`src/rtl/alu_mdu.sv`:
```
// Single-cycle ALU with a multi-cycle multiply/divide unit writing HI/LO.
// The multiply is shift-add and the divide is restoring, one bit per cycle on operand magnitudes.
module alu_mdu #(
  parameter int unsigned WIDTH = 32
) (
  input  logic             clk,
  input  logic             rst,
  input  logic [WIDTH-1:0] op_1,
  input  logic [WIDTH-1:0] op_2,
  input  logic [3:0]       alu_ctrl,
  input  logic             start,
  output logic [WIDTH-1:0] alu_result,
  output logic             zero_alu,
  output logic             busy,
  output logic             done,
  output logic [WIDTH-1:0] hi,
  output logic [WIDTH-1:0] lo
);

  localparam int unsigned CNT_W = $clog2(WIDTH + 1);
  localparam int unsigned PW    = 2 * WIDTH;

  localparam logic [1:0] S_IDLE = 2'd0;
  localparam logic [1:0] S_RUN  = 2'd1;
  localparam logic [1:0] S_DONE = 2'd2;

  localparam logic [3:0] OP_AND   = 4'b0000;
  localparam logic [3:0] OP_OR    = 4'b0001;
  localparam logic [3:0] OP_ADD   = 4'b0010;
  localparam logic [3:0] OP_SUB   = 4'b0110;
  localparam logic [3:0] OP_SLT   = 4'b0111;
  localparam logic [3:0] OP_MULT  = 4'b1000;
  localparam logic [3:0] OP_DIV   = 4'b1010;
  localparam logic [3:0] OP_NOR   = 4'b1100;
  localparam logic [3:0] OP_MFHI  = 4'b1101;
  localparam logic [3:0] OP_MFLO  = 4'b1110;

  logic [1:0]       state_q, state_d;
  logic [CNT_W-1:0] cnt_q, cnt_d;
  logic [WIDTH:0]   acc_q, acc_d;
  logic [WIDTH-1:0] mq_q, mq_d;
  logic [WIDTH-1:0] b_q, b_d;
  logic             is_div_q, is_div_d;
  logic             neg_lo_q, neg_lo_d;
  logic             neg_hi_q, neg_hi_d;
  logic             div0_q, div0_d;
  logic [WIDTH-1:0] hi_q, hi_d;
  logic [WIDTH-1:0] lo_q, lo_d;
  logic             busy_q, busy_d;
  logic             done_q, done_d;

  logic             is_seq, is_signed, s1, s2;
  logic [WIDTH-1:0] mag1, mag2;
  logic [WIDTH:0]   mul_sum, div_shift, div_diff;
  logic [WIDTH:0]   acc_step;
  logic [WIDTH-1:0] mq_step;
  logic [PW-1:0]    prod, prod_s;
  logic [WIDTH-1:0] quo_s, rem_s;

  assign hi   = hi_q;
  assign lo   = lo_q;
  assign busy = busy_q;
  assign done = done_q;

  // Combinational ALU; MFHI/MFLO expose the registers even mid-operation
  always_comb begin
    alu_result = '0;
    case (alu_ctrl)
      OP_AND:  alu_result = op_1 & op_2;
      OP_OR:   alu_result = op_1 | op_2;
      OP_ADD:  alu_result = op_1 + op_2;
      OP_SUB:  alu_result = op_1 - op_2;
      OP_SLT:  alu_result = WIDTH'($signed(op_1) < $signed(op_2));
      OP_NOR:  alu_result = ~(op_1 | op_2);
      OP_MFHI: alu_result = hi_q;
      OP_MFLO: alu_result = lo_q;
      default: alu_result = '0;
    endcase
  end

  assign zero_alu = ~|alu_result;

  // Operand capture: signed ops work on magnitudes, signs are reapplied at the end
  always_comb begin
    is_seq    = (alu_ctrl[3:2] == 2'b10);
    is_signed = (alu_ctrl == OP_MULT) || (alu_ctrl == OP_DIV);
    s1        = is_signed & op_1[WIDTH-1];
    s2        = is_signed & op_2[WIDTH-1];
    mag1      = s1 ? -op_1 : op_1;
    mag2      = s2 ? -op_2 : op_2;
  end

  // One multiply or divide iteration; the remainder never exceeds WIDTH bits so acc_q[WIDTH] stays 0
  always_comb begin
    mul_sum   = {1'b0, acc_q[WIDTH-1:0]} + (mq_q[0] ? {1'b0, b_q} : '0);
    div_shift = {acc_q[WIDTH-1:0], mq_q[WIDTH-1]};
    div_diff  = div_shift - {1'b0, b_q};
    if (is_div_q) begin
      if (!div_diff[WIDTH]) begin
        acc_step = div_diff;
        mq_step  = {mq_q[WIDTH-2:0], 1'b1};
      end else begin
        acc_step = div_shift;
        mq_step  = {mq_q[WIDTH-2:0], 1'b0};
      end
    end else begin
      acc_step = {1'b0, mul_sum[WIDTH:1]};
      mq_step  = {mul_sum[0], mq_q[WIDTH-1:1]};
    end
    prod   = {acc_step[WIDTH-1:0], mq_step};
    prod_s = neg_lo_q ? -prod : prod;
    quo_s  = div0_q ? '1 : (neg_lo_q ? -mq_step : mq_step);
    rem_s  = neg_hi_q ? -acc_step[WIDTH-1:0] : acc_step[WIDTH-1:0];
  end

  always_comb begin
    state_d  = state_q;
    cnt_d    = cnt_q;
    acc_d    = acc_q;
    mq_d     = mq_q;
    b_d      = b_q;
    is_div_d = is_div_q;
    neg_lo_d = neg_lo_q;
    neg_hi_d = neg_hi_q;
    div0_d   = div0_q;
    hi_d     = hi_q;
    lo_d     = lo_q;
    busy_d   = 1'b0;
    done_d   = 1'b0;
    case (state_q)
      S_IDLE, S_DONE: begin
        state_d = S_IDLE;
        if (start && is_seq) begin
          state_d  = S_RUN;
          busy_d   = 1'b1;
          cnt_d    = CNT_W'(WIDTH);
          acc_d    = '0;
          mq_d     = mag1;
          b_d      = mag2;
          is_div_d = alu_ctrl[1];
          neg_lo_d = s1 ^ s2;
          neg_hi_d = s1;
          div0_d   = (op_2 == '0);
        end
      end
      S_RUN: begin
        busy_d = 1'b1;
        acc_d  = acc_step;
        mq_d   = mq_step;
        cnt_d  = cnt_q - CNT_W'(1);
        if (cnt_q == CNT_W'(1)) begin
          state_d = S_DONE;
          busy_d  = 1'b0;
          done_d  = 1'b1;
          if (is_div_q) begin
            hi_d = rem_s;
            lo_d = quo_s;
          end else begin
            hi_d = prod_s[PW-1:WIDTH];
            lo_d = prod_s[WIDTH-1:0];
          end
        end
      end
      default: state_d = S_IDLE;
    endcase
  end

  always_ff @(posedge clk or posedge rst) begin
    if (rst) begin
      state_q  <= S_IDLE;
      cnt_q    <= '0;
      acc_q    <= '0;
      mq_q     <= '0;
      b_q      <= '0;
      is_div_q <= 1'b0;
      neg_lo_q <= 1'b0;
      neg_hi_q <= 1'b0;
      div0_q   <= 1'b0;
      hi_q     <= '0;
      lo_q     <= '0;
      busy_q   <= 1'b0;
      done_q   <= 1'b0;
    end else begin
      state_q  <= state_d;
      cnt_q    <= cnt_d;
      acc_q    <= acc_d;
      mq_q     <= mq_d;
      b_q      <= b_d;
      is_div_q <= is_div_d;
      neg_lo_q <= neg_lo_d;
      neg_hi_q <= neg_hi_d;
      div0_q   <= div0_d;
      hi_q     <= hi_d;
      lo_q     <= lo_d;
      busy_q   <= busy_d;
      done_q   <= done_d;
    end
  end

endmodule

```
`config.mk`:
```
export PLATFORM = sky130hd
export DESIGN_NAME = alu_mdu
export DESIGN_NICKNAME = d
export VERILOG_FILES = /design/src/rtl/alu_mdu.sv
export SDC_FILE = /design/constraint.sdc
export NUM_CORES = 1
export LEC_CHECK = 0
export CORE_AREA = 4 4 200 202
export CTS_CLUSTER_DIAMETER = 150
export DETAILED_ROUTE_END_ITERATION = 16
export DIE_AREA = 0 0 204 206
export PLACE_DENSITY = 0.7
export SETUP_SLACK_MARGIN = 0.02
export SYNTH_ARGS = -nofsm -noshare
export SYNTH_HDL_FRONTEND = slang
export SYNTH_SLANG_ARGS = --single-unit
```
`constraint.sdc`:
```
create_clock -name clk -period 23.1 [get_ports clk]
set_clock_uncertainty 0.05 [all_clocks]
set_input_delay 6.93 -clock clk [delete_from_list [all_inputs] [get_ports clk]]
set_output_delay 6.93 -clock clk [all_outputs]
set_load 0.01 [all_outputs]
```
; Word level (Yosys, flattened, before mapping)
; Cells that the tools add are included.
[op_classes]
add_sub_neg = 10
n_lt_le_gt_ge = 1
n_eq_ne = 15
mux = 28
bitwise_logic = 6
reduce_logical = 12
[ops]
columns = cell, count
row1 = 32-bit two-way mux, 13
row2 = 32-bit one-hot mux with 8 select lines, 1
row3 = 32-bit negator, 4
row4 = 32-bit one-hot mux with 2 select lines, 2
row5 = 64-bit two-way mux, 1
row6 = 64-bit negator, 1
row7 = 32-bit by 32-bit adder with 33-bit output, 1
row8 = 33-bit by 32-bit subtractor with 33-bit output, 1
row9 = 32-bit adder, 1
row10 = 32-bit bitwise AND, 1
row11 = 32-bit zero test, 1
row12 = 32-bit < comparator, 1
row13 = 32-bit inverter, 1
row14 = 32-bit OR, 1
row15 = 32-bit OR reduction, 1
row16 = 32-bit subtractor, 1
row17 = 4-bit == test (second input constant), 5
row18 = 6-bit one-hot mux with 2 select lines, 1
row19 = 4-bit by 3-bit == test with 1-bit output (second input constant), 2
row20 = 6-bit by 1-bit == test with 1-bit output (second input constant), 1
row21 = 1-bit two-way mux, 6
row22 = 6-bit two-way mux, 1
row23 = 2-bit AND reduction, 3
row24 = 6-bit by 1-bit subtractor with 6-bit output (second input constant), 1
row25 = 17 further kinds, 20
[word_totals]
register_bits = 174
input_bits = 71
out_inout_bits = 99
elab_cells = 85

; Depth between registers and ports, before layout
; Gate-level depths: netlist of the first run.
[depth]
ltp_word = 7
mapped_depth = 25

; Worst setup path after synthesis of the first run
; No wires, ideal clock.
[synth_timing]
path_kind = in2out
startpoint = in op_1[0]
endpoint = out zero_alu
t_arrival_ns = 11.047
t_required_ns = 16.120
setup_slack_ns = 5.073
cell_stages = 15
n_path_buf = 0
path_cell_list = ha_1 fa_1 a21o_1 a211oi_1 o21bai_2 xnor2_1 a221o_1 or4_1 or3_1 or4_1 or4_1 or4b_1 nor3_2 nand4bb_1 nor4_2
[synth_between]
elab_cells_between_ends = 9
cone_classes = 2 x add/sub / 1 x order compare / 1 x mux / 3 x bitwise / 2 x reduce/logical
[synth_rtl]
columns = element, line
row1 = start: declaration, 8  ; input logic [WIDTH-1:0] op_1,
row2 = 32-bit subtractor / 32-bit adder (equally long branches), "72, 71"
row3 = 32-bit one-hot mux with 8 select lines (*), 68  ; case (alu_ctrl)
row4 = named net alu_result[4], 12  ; output logic [WIDTH-1:0] alu_result,
row5 = 32-bit OR reduction (*), 81  ; assign zero_alu = ~|alu_result;
row6 = 1-bit zero test (*), 81
row7 = end: declaration, 13  ; output logic zero_alu,
; Mark *: on every way through the listed nets, which the timed path passes. The rest lies on a longest branch.

; Worst setup path in the final report of the first run
[layout_timing]
startpoint = in alu_ctrl[1]
endpoint = out zero_alu
[layout_between]
elab_chain_len = 4
elab_cells_between_ends = 11
cone_classes = 7 x eq/ne / 1 x mux / 3 x reduce/logical
[layout_lines]
columns = element, line
row1 = start: declaration, 10  ; input logic [3:0] alu_ctrl,
row2 = "4-bit == test, or another cell as far along", 68
row3 = 32-bit one-hot mux with 8 select lines (*), 68
row4 = 32-bit OR reduction (*), 81
row5 = 1-bit zero test (*), 81
; Mark *: on every way between the ends. The rest lies on a longest branch, timed or not.

==> metrics.txt, run 1 <==
NumNets Final=2,945; vias in the first global route=20.3k; outcome=completed; fin. max-slew vios=0; Setup TNS=0 ns; setup repair bufs after CTS=0; Register-to-Register Setup Slack=approximately 16 ns; Die W=204 µm; first-pass GRT wire length=121,000 µm; htree depth=4; RSZ-0062 raised after global routing=false; Fmax=0.0509 GHz; power per standard cell area=143 mW/mm²; IO buf count=around 170; Placed Cells=3,203; Synth area leader=dfrtp_1; clock root buffer=clkbuf_16; top_reg_cell synth=dfrtp_1; GRT Overall Usage=0.371; Critical Path RT=~16 ns; Critical Path Start=alu_ctrl[1]; CP Capture Type=output pin; IO Pins=170; Worst Setup Start Kind=input pin; final period utilization=0.850; cts bufs inserted=17; maximum vdd drop=roughly 0.073 mV; worst hold path class=reg -> reg; Slew @ Worst Pin=1.24 ns; Place WS=approximately 3.5 ns; Post-synth EDFFs=0; synth top area cells=dfrtp_1 (22%), ha_1 (10%), xnor2_1 (6.3%); Residual DRC=0; Synth cell types=105; clk slew on worst S/H paths=0.07 ns; post-synthesis mux area share=0.0328; XOR/XNOR Fraction of Synth Area=0.0780; combinational family with the most area after synthesis=compound AO/OA/AOI/OAI gates; synthesized net count=about 2.9k; Leak Pwr=between 9 and 10 nW; final wirelength=80,400 µm; clock latency on the worst-skew pair=0.45 ns; share of cells above drive strength 1=0.0460; top-area cell type share of the netlist area=0.218; Critical-path top delay cell=clkdlybuf4s50_1; most common cell after layout, fill and taps aside=nand2_1; post-CTS sizing=0; WS Path Type=in -> out; maximum clock path buffer count=2; Clock Sink Count=about 170; setup violators final=0; Max Cap Viol=0; Detail Route Antenna Nets=0; vias per inst=~6.6; Initial Util=0.522; via count=21.4k; Final GP Congestion=1.02; adder-cell share of the synthesized area=0.108; Post-Synth Simple-Gate Area=0.210; Syn Inst Count=2,634; diode count=0; commonest cells after routing, fill and taps aside=nand2_1 (304), o21ai_0 (207), a21oi_1 (202); die area=0.0420 mm²; #FFs+latches synth=174; Synth Area in Compound Gates=0.288; DPL Wire Length=between 60,000 and 70,000 µm; TritonCTS clock tree=built; Placeable Area=0.0383 mm²; start of the worst register-to-register path=mq_q[31]; Post-Syn Area per Cell=7.59 µm²; crit-path cells=clkdlybuf4s50_1, nor2b_2, nor2b_2, buf_4, a222oi_1, o221ai_1, or4_1, or3_1, or4_1, or4_1, or4b_1, nor3_2, nand4bb_1, nor4_2, clkdlybuf4s50_1; crit path to=zero_alu; largest net degree at the start of global routing=93; register area share after synthesis=0.218; worst-path fanout max=28; Slew headroom=0.169; Site Rows=72; Overflow after GRT=0; Area Overhead vs Synth=12.5%; final worst slack=3.46 ns; Final Non-Filler Cells=roughly 3.2k; Die Y=a little over 200 µm; most used cell, CP=or4_1; Synthesis Warnings=0; Worst Path Arrival=12.66 ns; Worst R2R Path Depth=24; asr flop ratio synth=1.00; Fin. Hold Viols=0; 1st-pass router iterations=7; Iter 0 DRT Violations=about 3k; drt wl/cell=24.9 µm; antenna violations before repair=1; Hold-fix buffers, CTS=0; RR Endpoint=hi[28]; Post-Syn Area=0.0200 mm²; fillers=3,576; critical path's largest stage delay=between 0.8 and 0.9 ns; crit path time final=between 15 and 20 ns
[registers in the layout (all words and copies together), names as in the netlist]
name,count
acc_q,32
b_q,32
busy,1
cnt_q,6
div0_q,1
done,1
hi,32
is_div_q,1
lo,32
mq_q,32
neg_hi_q,1
neg_lo_q,1
state_q,2
[worst min path at each step]
stage	start	end	slack (ns)	depth (start not counted)
floorplan	cnt_q[4]	cnt_q[4]	0.40	1
global placement	cnt_q[4]	cnt_q[4]	0.42	1
detailed placement	b_q[29]	b_q[29]	0.44	2
CTS	cnt_q[4]	cnt_q[4]	0.46	1
global route	cnt_q[4]	cnt_q[4]	0.47	1
finish	cnt_q[4]	cnt_q[4]	0.45	1
[per-layer routing]
layer / up-vias / wire length (µm) / part of all wire / GRT usage
li1: 9759 / - / - / -
met1: 10200 / 34100 / 0.42 / 0.516
met2: 1234 / 34800 / 0.43 / 0.576
met3: 168 / 8290 / 0.10 / 0.0745
met4: 0 / 3210 / 0.040 / 0.130
met5: - / 0 / 0 / 0
[through the flow]
| step | hold WS (ns) | area (µm²) | power (mW) | utilization |
|---|---|---|---|---|
| floorplan | 0.400 | 20000 | 2.09 | - |
| global placement | 0.416 | 21900 | 2.80 | 0.571 |
| detailed placement | 0.444 | 21900 | 2.84 | 0.571 |
| CTS | 0.456 | 22500 | 3.16 | 0.587 |
| global route | 0.469 | 22500 | 3.44 | 0.587 |
| finish | 0.451 | 22500 | 3.22 | 0.587 |
[worst max-delay path: cells and delay by family]
family,cells,cell delay [ns]
buffers and inverters,3,1.67
and+or+nand+nor,10,3.50
AOI/OAI and AO/OA,2,0.57
[cells in the mapped netlist, types with 12 or more instances]
cell type	number
nand2_1	305
o21ai_0	207
a21oi_1	203
nor2_1	193
dfrtp_1	174
ha_1	166
inv_1	154
xnor2_1	144
clkbuf_1	108
nand3_1	85
nor3_1	64
mux2i_1	52
and2_1	50
o221ai_1	45
a31oi_1	43
a21o_1	42
o211ai_1	36
xor2_1	34
nand4_1	33
o21bai_1	31
o31ai_1	29
and3_1	23
a211oi_1	22
nand2b_1	22
nor2b_1	22
a222oi_1	19
or3_1	19
o21a_1	17
nor4_1	16
buf_2	15
a2111oi_0	12
[power by group]
group          leakage (nW)  switching, mW  internal [mW]
Combinational          7.21           1.37          0.868
Clock                 0.292          0.136          0.165
Sequential             2.10          0.231          0.448
Total                  9.60           1.74           1.48
[cells by family after synthesis]
group / Yosys count
AND/OR/NAND/NOR: 882
multiplexers: 64
adder cells (fa/ha/maj): 170
buffers and inverters: 305
AO/OA/AOI/OAI: 861
XOR/XNOR: 178
flip-flops: 174
[area by class of cell]
cell class | count | area (µm²) | area share
multi-input combinational | 2155 | 14400 | 0.639
timing repair buffer | 198 | 1910 | 0.0849
tap | 518 | 648 | 0.0288
clock buffer | 19 | 443 | 0.0197
clock inverter | 13 | 156 | 0.00696
sequential | 174 | 4360 | 0.194
inverter | 158 | 601 | 0.0267
Note: power is estimated with default switching activity, not from simulation.
==> run 2, diff against run 1 <==
CORE_AREA = 4 4 230 176   (was 4 4 200 202)
DIE_AREA = 0 0 234 180   (was 0 0 204 206)
==> run 2 against run 1 <==
- count of clock-buffer cells in the layout shrank 1
- register-to-register slack lost 0.68 ns
- fmax shrank 1.2%
- worst setup slack lost 0.24 ns
- die area grew 0.23%
- utilization grew 0.37 points
- cell count is essentially flat
- hold slack lost 0.019 ns
==> metrics.txt, run 2 (synthesis results as in run 1) <==
outcome=completed (unchanged); cts bufs inserted=17 (unchanged); Fin. Hold Viols=0 (unchanged); Final GP Congestion=1.03 (was 1.02); Setup TNS=0 ns (unchanged); setup repair bufs after CTS=0 (unchanged); internal power=1.46 mW (was 1.48 mW); CP Capture Type=output pin (unchanged); Critical-path top delay cell=clkdlybuf4s50_1 (unchanged); Area Overhead vs Synth=12.6% (was 12.5%); WS Path Type=in -> out (unchanged); Sw Ratio=0.544 (was 0.540); clock power share=0.091 (was 0.093); Die Y=180 µm (was 206 µm); setup violators final=0 (unchanged); largest net degree at the start of global routing=80 (was 93); RSZ-0062 raised after global routing=false (unchanged); maximum clock path buffer count=2 (unchanged); worst hold path class=reg -> reg (unchanged); Critical Path RT=16.12 ns (about the same); Residual DRC=0 (unchanged); Worst Setup Start Kind=input pin (unchanged); total power=3.20 mW (was 3.22 mW); final wirelength=80,500 µm (was 80,400 µm); Leak Pwr=9.62 nW (was 9.60 nW); Worst R2R Path Depth=25 (was 24); IO Pins=170 (unchanged); post-CTS sizing=0 (unchanged); die area=0.0421 mm² (was 0.0420 mm²); critical path's largest stage delay=0.68 ns (was 0.85 ns); DPL Wire Length=63,800 µm (was 62,900 µm); vias per inst=6.65 (was 6.61); cell family with most CP delay=simple AND/OR/NAND/NOR gates (unchanged); Placeable Area=0.0381 mm² (was 0.0383 mm²); most common cell after layout, fill and taps aside=nand2_1 (unchanged); drt wl/cell=24.9 µm (about the same); Hold-fix buffers, CTS=0 (unchanged); clk slew on worst S/H paths=0.08 ns (was 0.07 ns); Slew headroom=0.294 (was 0.169); switching power=1.74 mW (about the same); IO buf count=169 (unchanged); Fmax=0.0503 GHz (was 0.0509 GHz); clock latency on the worst-skew pair=0.46 ns (was 0.45 ns); vias in the first global route=20.1k (was 20.3k); Placed Cells=3,203 (unchanged); Overflow after GRT=0 (unchanged); fin util=0.591 (was 0.587); crit-path cells=clkdlybuf4s50_1, inv_1, ha_1, inv_1, nand3_1, nor3_1, o31ai_1, and4_1, or3_2, or3_1, or4_1, or4_1, or4b_1, nor3_2, nand4bb_1, nor4_2, clkdlybuf4s50_1 (was clkdlybuf4s50_1, nor2b_2, nor2b_2, buf_4, a222oi_1, o221ai_1, or4_1, or3_1, or4_1, or4_1, or4b_1, nor3_2, nand4bb_1, nor4_2, clkdlybuf4s50_1); sequential power share=0.210 (was 0.211); Iter 0 DRT Violations=2,458 (was 2,987); worst hold margin=0.431 ns (was 0.451 ns); CP Buf/Inv Count=4 (was 3); Logic pwr share=0.699 (was 0.696); fin. max-slew vios=0 (unchanged); Cells on Worst Hold Path=1 (unchanged); Max Cap Viol=0 (unchanged); Detail Route Antenna Nets=0 (unchanged); maximum vdd drop=0.171 mV (was 0.0728 mV); GRT Overall Usage=0.370 (was 0.371); Die W=234 µm (was 204 µm); first-pass GRT wire length=121,000 µm (about the same); Initial Util=0.525 (was 0.522); fillers=3,555 (was 3,576); share of cells above drive strength 1=0.0485 (was 0.0460); final period utilization=0.860 (was 0.850); commonest cells after routing, fill and taps aside=nand2_1 (304), o21ai_0 (207), a21oi_1 (202) (unchanged); Site Rows=62 (was 72); 1st-pass router iterations=6 (was 7); Slew @ Worst Pin=1.03 ns (was 1.24 ns); Clock Sink Count=174 (unchanged); crit path time final=19.88 ns (was 19.64 ns); Worst Path Arrival=12.90 ns (was 12.66 ns); NumNets Final=2,951 (was 2,945); Final Non-Filler Cells=3,236 (was 3,235); TritonCTS clock tree=built (unchanged); via count=21.5k (was 21.4k); antenna violations before repair=1 (unchanged); worst-path fanout max=10 (was 28); CP Depth=17 (was 15); clock root buffer=clkbuf_16 (unchanged); htree depth=4 (unchanged); power per standard cell area=142 mW/mm² (was 143 mW/mm²)
## run 2: through the flow
step                      area [µm²]  setup slack, ns
after global routing           22500             3.06
after detailed placement       21900             3.36
after floorplan                20000             5.07
final                          22500             3.22
after global placement         21900             3.38
after CTS                      22500             3.37
## run 2: per-layer routing
| layer | routed length [µm] | global-route usage | up-vias |
|---|---|---|---|
| met2 | 34100 | 0.544 | 1238 |
| met1 | 34000 | 0.518 | 10300 |
| li1 | - | - | 9785 |
| met3 | 8820 | 0.101 | 201 |
| met5 | 12 | 0 | - |
| met4 | 3550 | 0.142 | 2 |
## run 2: path summary, 6_finish.rpt
kind                               start       end  slack (ns)
worst max-delay path             op_1[4]  zero_alu        3.22
worst min-delay path            cnt_q[4]  cnt_q[4]        0.43
worst max register to register  mq_q[31]    hi[28]       15.10
worst min register to register  cnt_q[4]  cnt_q[4]        0.43
max in group asynchronous            rst  is_div_q       14.08
min in group asynchronous            rst  cnt_q[0]        6.88
## run 2: power by group through the flow
| stage | Sequential [mW] | Clock [mW] | Combinational (mW) |
|---|---|---|---|
| finish | 0.672 | 0.291 | 2.24 |
| global route | 0.682 | 0.307 | 2.43 |
| CTS | 0.665 | 0.292 | 2.18 |
| detailed placement | 0.670 | 0 | 2.16 |
| global placement | 0.668 | 0 | 2.12 |
| floorplan | 0.577 | 0 | 1.51 |
## run 2: final cells by class
cell class | instances | area (µm²) | share of cell area
multi-input combinational | 2155 | 14400 | 0.638
sequential | 174 | 4360 | 0.194
timing repair buffer | 204 | 1950 | 0.0868
tap | 512 | 641 | 0.0285
inverter | 158 | 601 | 0.0267
clock buffer | 18 | 439 | 0.0195
clock inverter | 14 | 145 | 0.00645
antenna | 1 | 2.50 | 0.000111
## run 2: worst register-to-register path, cell delays in order, from the launching register on
cell      delay, ns
dfrtp_1        0.40
inv_1          0.29
ha_1           0.23
inv_1          0.06
fa_1           0.43
a211oi_1       0.26
o21ai_1        0.11
buf_4          0.19
o211a_1        0.26
o31ai_4        0.39
a211o_1        0.20
buf_4          0.33
nor2_1         0.33
a21oi_1        0.76
ha_1           0.30
o21ai_0        0.24
nand3b_1       0.35
nor2_1         0.21
nand4_1        0.22
nand2b_1       0.32
or2_2          0.43
and2_1         0.30
o41a_1         0.57
a21oi_1        0.38
xnor2_1        0.18
o21ai_0        0.09
